$ cat config.mk
export PLATFORM = sky130hd
export DESIGN_NAME = fighter_action_ctrl
export DESIGN_NICKNAME = d
export VERILOG_FILES = /design/src/rtl/fighter_action_ctrl.sv
export SDC_FILE = /design/constraint.sdc
export NUM_CORES = 1
export LEC_CHECK = 0
export ABC_AREA = 1
export BUFFER_PORTS_ARGS = -buffer_cell sky130_fd_sc_hd__buf_2
export CAP_MARGIN = 25
export CORE_MARGIN = 10
export CORE_UTILIZATION = 50
export CTS_CLUSTER_DIAMETER = 150
export CTS_CLUSTER_SIZE = 20
export DETAILED_ROUTE_END_ITERATION = 12
export MAX_ROUTING_LAYER = met4
export PLACE_DENSITY_LB_ADDON = 0.1
export SYNTH_ARGS = -nofsm -noshare
export SYNTH_HDL_FRONTEND = slang
export SYNTH_SLANG_ARGS = --single-unit
$ cat constraint.sdc
create_clock -name clk -period 5.4 [get_ports clk]
set_input_delay 0.54 -clock clk [delete_from_list [all_inputs] [get_ports clk]]
set_output_delay 0.54 -clock clk [all_outputs]
set_load 0.05 [all_outputs]
$ cat src/rtl/fighter_action_ctrl.sv
// Per-player fighter action/position controller: key levels in, one-hot action
// plus world x, ground y and background scroll out, all advanced once per frame.
module fighter_action_ctrl #(
    parameter int START_X      = 200,
    parameter int GROUND_Y     = 224,
    parameter int STEP         = 4,
    parameter int WORLD_W      = 1424,
    parameter int SCREEN_W     = 640,
    parameter int MAX_SPRITE_W = 192,
    parameter int SCR_L        = 64,
    parameter int SCR_R        = 320,
    parameter int PUNCH_FRAMES = 28,
    parameter int KICK_FRAMES  = 35
) (
    input  logic        clk,
    input  logic        reset,
    input  logic        frame_tick,
    input  logic        key_left,
    input  logic        key_right,
    input  logic        key_down,
    input  logic        key_punch,
    input  logic        key_kick,
    output logic        forward,
    output logic        back,
    output logic        punch,
    output logic        squat,
    output logic        kick,
    output logic [12:0] charX,
    output logic [12:0] charY,
    output logic [12:0] backX,
    output logic        busy,
    output logic [2:0]  state_dbg
);

    typedef enum logic [2:0] {
        ST_STAND = 3'd0,
        ST_FWD   = 3'd1,
        ST_BACK  = 3'd2,
        ST_SQUAT = 3'd3,
        ST_PUNCH = 3'd4,
        ST_KICK  = 3'd5
    } state_t;

    localparam int CNT_W = 6;
    localparam logic [13:0] X_MAX = 14'(WORLD_W - MAX_SPRITE_W);
    localparam logic [13:0] B_MAX = 14'(WORLD_W - SCREEN_W);
    localparam logic [13:0] STEP_W = 14'(STEP);
    localparam logic signed [14:0] LIM_L = 15'(SCR_L);
    localparam logic signed [14:0] LIM_R = 15'(SCR_R);

    state_t             state, next_state;
    logic [CNT_W-1:0]   cnt, next_cnt;
    logic               punch_prev, kick_prev;
    logic               punch_edge, kick_edge;
    logic [13:0]        x_ext, sum_fwd, nx, sr, nb;
    logic signed [14:0] diff, sl;
    logic [12:0]        next_char_x, next_back_x;

    assign punch_edge = key_punch & ~punch_prev;
    assign kick_edge  = key_kick & ~kick_prev;

    // State and datapath registers; every update is gated by the frame tick.
    always_ff @(posedge clk or posedge reset) begin
        if (reset) begin
            state      <= ST_STAND;
            cnt        <= '0;
            punch_prev <= 1'b0;
            kick_prev  <= 1'b0;
            charX      <= 13'(START_X);
            backX      <= '0;
        end else if (frame_tick) begin
            state      <= next_state;
            cnt        <= next_cnt;
            punch_prev <= key_punch;
            kick_prev  <= key_kick;
            charX      <= next_char_x;
            backX      <= next_back_x;
        end
    end

    always_comb begin
        next_state = state;
        next_cnt   = cnt;
        case (state)
            ST_PUNCH: begin
                if (cnt == CNT_W'(PUNCH_FRAMES - 1)) begin
                    next_state = ST_STAND;
                    next_cnt   = '0;
                end else begin
                    next_cnt = cnt + 1'b1;
                end
            end
            ST_KICK: begin
                if (cnt == CNT_W'(KICK_FRAMES - 1)) begin
                    next_state = ST_STAND;
                    next_cnt   = '0;
                end else begin
                    next_cnt = cnt + 1'b1;
                end
            end
            default: begin
                // Attack edges outrank every held direction, including down.
                if (kick_edge) begin
                    next_state = ST_KICK;
                    next_cnt   = '0;
                end else if (punch_edge) begin
                    next_state = ST_PUNCH;
                    next_cnt   = '0;
                end else if (key_down) begin
                    next_state = ST_SQUAT;
                end else if (key_right && !key_left) begin
                    next_state = ST_FWD;
                end else if (key_left && !key_right) begin
                    next_state = ST_BACK;
                end else begin
                    next_state = ST_STAND;
                end
            end
        endcase
    end

    // Walk integration and scroll follow, both keyed off the next state.
    always_comb begin
        x_ext   = {1'b0, charX};
        sum_fwd = x_ext + STEP_W;
        nx      = x_ext;
        if (next_state == ST_FWD) begin
            nx = (sum_fwd > X_MAX) ? X_MAX : sum_fwd;
        end else if (next_state == ST_BACK) begin
            nx = (x_ext < STEP_W) ? 14'd0 : x_ext - STEP_W;
        end
        diff = $signed({1'b0, nx}) - $signed({2'b00, backX});
        sr   = nx - 14'(SCR_R);
        sl   = $signed({1'b0, nx}) - LIM_L;
        nb   = {1'b0, backX};
        if (next_state == ST_FWD || next_state == ST_BACK) begin
            if (diff > LIM_R) begin
                nb = (sr > B_MAX) ? B_MAX : sr;
            end else if (diff < LIM_L) begin
                nb = (sl < 0) ? 14'd0 : sl[13:0];
            end
        end
        next_char_x = nx[12:0];
        next_back_x = nb[12:0];
    end

    always_comb begin
        forward   = (state == ST_FWD);
        back      = (state == ST_BACK);
        squat     = (state == ST_SQUAT);
        punch     = (state == ST_PUNCH);
        kick      = (state == ST_KICK);
        busy      = (state == ST_PUNCH) || (state == ST_KICK);
        charY     = 13'(GROUND_Y);
        state_dbg = state;
    end

endmodule
==> results.txt <==
RSZ-0062 raised after global routing = false
Maximum achievable frequency = 230 MHz
Antenna violations before repair = 0
Die area = 11,900 um^2
WP data required = 5.63 ns
Via count = 3,852
# Post-CTS Setup Buffers = 0
Avg Cell Area, Syn = 6.71 um^2
Startpoint types = flop
Fin Setup TNS = 0 ns
Number of flops mapped to enable cells by yosys = 0
Reg clk slew, reported paths = 0.09 ns
Most frequent CP cell = nand2_1
Family with the most delay on the worst path = simple AND/OR/NAND/NOR gates
Clock sink count = 37
Vias in the first global route = 3,684
Largest net degree at the start of global routing = 38
Synth area leaders = dfrtp_1 (21%), nand2_1 (14%), inv_1 (7.0%)
R2R cell count = 28
Async SR Flop Fraction = 1.00
Crit-path max FO = 10
Layout cell share with drive strength beyond 1 = 0.210
Final Hold Vio Count = 0
Buffers & Inverters on Critical Path = 3
DRC = 0
CTS tree = built
Reg2Reg Launch Point = charX[2]
Die Span Y = 109 um
Clock latency on the worst-skew pair = 0.30 ns
Area of the core = 7730 um^2
Reg area = 930 um^2
Final net count = 658
Routed wire length = 10,400 um
Synth Flop Type = dfrtp_1
CP Class = flop to flop
Die width = 109 um
Antenna Nets Post-Route = 0
WP data arrival = 4.58 ns
Initial core utilization = 0.513
Max cap viols = 0
CP startpoint = charX[2]
DRT Pass-1 Iters = 5
Total track usage = 0.184
Sequential area share after synthesis = 0.235
Hold-fix buffers, CTS = 0
Initial DRC count = 190
Worst min-delay path class = input pin to asynchronous set/reset pin
Commonest non-fill, non-tap cells in the layout = nand2_1 (146), inv_1 (74), nor2_1 (53)
Num CTS Buffers = 5
Library cells used by synthesis = 47
CTS root buf = clkbuf_8
Synth area leader = dfrtp_1
End of the critical path = backX[10]
Area of the multi-input gates = 2570 um^2
# setup viols final = 0
Vias per Instance = 5.27
Reg2reg setup slack = 1.05 ns
Cts repair resizes = 0
Synth Warn # = 0
Count of inserted antenna diode cells = 0
DP Wirelength = 8220 um
RD Place Congestion = 0.911
Rows = 32
Fin crit share = 0.806
Synth top area share = 0.215
First-pass GRT wire length = 17,600 um
Critical Path Stages = 28
Tmin final = 4.35 ns
Status = finished clean
Netlist Area Pre-Place = 3960 um^2
Worst Tran Pin Value = 0.504 ns
Crit-path slowest cell = dfrtp_1
Fill count = 764
Count of input and output buffers = 42
Cells after synthesis = 591
H-tree Lvls = 2
Global route total overflow = 0
#FFs+latches synth = 37
Clock Path Buffers = 2
Most common cell after layout, fill and taps aside = nand2_1
DR WL/cell = 14.2 um
Max_slew headroom = 0.664
IO Count = 56
Crit-path max cell delay = 0.56 ns
CP endpoint kind = flop
Layout area overhead = 7.58%
Worst Skew = 0.0159 ns
Max-slew violation count = 0
Reg-to-Reg End = backX[10]
worst reg2reg max path: cells and delay by family (launching register included):
family                     cells  cell delay [ns]
and+or+nand+nor               18             1.99
adders and majority gates      3             0.78
buffers and inverters          3             0.24
xor gates and xnor gates       2             0.45
AOI/OAI and AO/OA              2             0.28
DFF                            1             0.56
per-stage QoR:
step                cells  worst slack (ns)  utilization  hold slack (ns)  cell area (um^2)
floorplan             602              1.23            -            0.491              4010
global placement      723              1.17        0.541            0.485              4180
detailed placement    723              1.08        0.541            0.492              4180
CTS                   731              1.05        0.552            0.367              4260
global route          731             0.507        0.552            0.397              4260
finish                731              1.05        0.552            0.355              4260
cell type report:
class                      count  area share
multi-input combinational    452       0.602
sequential                    37       0.218
inverter                      88      0.0781
timing repair buffer          44      0.0528
tap                          102      0.0299
clock buffer                   6      0.0170
clock inverter                 2     0.00235
cell families (layout without fill, tap and decap cells):
kind of cell / Yosys count / in the layout / synth area share
simple gates: 328 / 328 / 0.415
buf+inv: 113 / 140 / 0.128
flops: 37 / 37 / 0.235
fa+ha+maj: 22 / 22 / 0.0713
xor+xnor: 16 / 16 / 0.0354
other cells: 2 / 13 / 0.00189
compound gates: 73 / 73 / 0.113
how the worst min path moves through the flow:
stage / cells past startpoint / endpoint / startpoint / slack (ns)
4_1_cts: 3 / backX[6] / reset / 0.37
5_1_grt: 3 / punch_prev / reset / 0.40
3_5_place_dp: 2 / backX[3] / backX[3] / 0.49
2_1_floorplan: 2 / kick_prev / kick_prev / 0.49
6_report: 3 / backX[9] / reset / 0.35
3_3_place_gp: 2 / backX[2] / backX[2] / 0.49
cell usage after synthesis, types with 4 or more instances:
| cell type | instances |
|---|---|
| nand4_1 | 11 |
| dfrtp_1 | 34 |
| nand2_1 | 146 |
| inv_2 | 12 |
| xor2_1 | 13 |
| o21bai_1 | 5 |
| nor2_4 | 7 |
| o21ai_0 | 29 |
| nor2_1 | 53 |
| nand2_4 | 6 |
| nor2_2 | 8 |
| nand3_1 | 48 |
| nor3_1 | 10 |
| inv_1 | 74 |
| o21ai_1 | 4 |
| nand2_2 | 20 |
| a21oi_1 | 17 |
| ha_1 | 21 |
| buf_4 | 17 |
| nand3_2 | 7 |
routing by layer:
metal  up-vias  GRT usage  part of all wire  wire length, um
met4         0     0.0424             0.016              163
met2       115      0.292              0.44             4590
met3        23     0.0260             0.052              544
li1       1948          -                 -                -
met5         -          -                 0                0
met1      1766      0.243              0.49             5080
registers in the layout, indices dropped and copies added (netlist names):
name	count
cnt	6
backX	13
charX	13
punch_prev	1
state_dbg	3
kick_prev	1
Power is left out: the tool's default activity adds up to more than one toggle a clock period on the data nets, which glitch-free logic cannot reach.
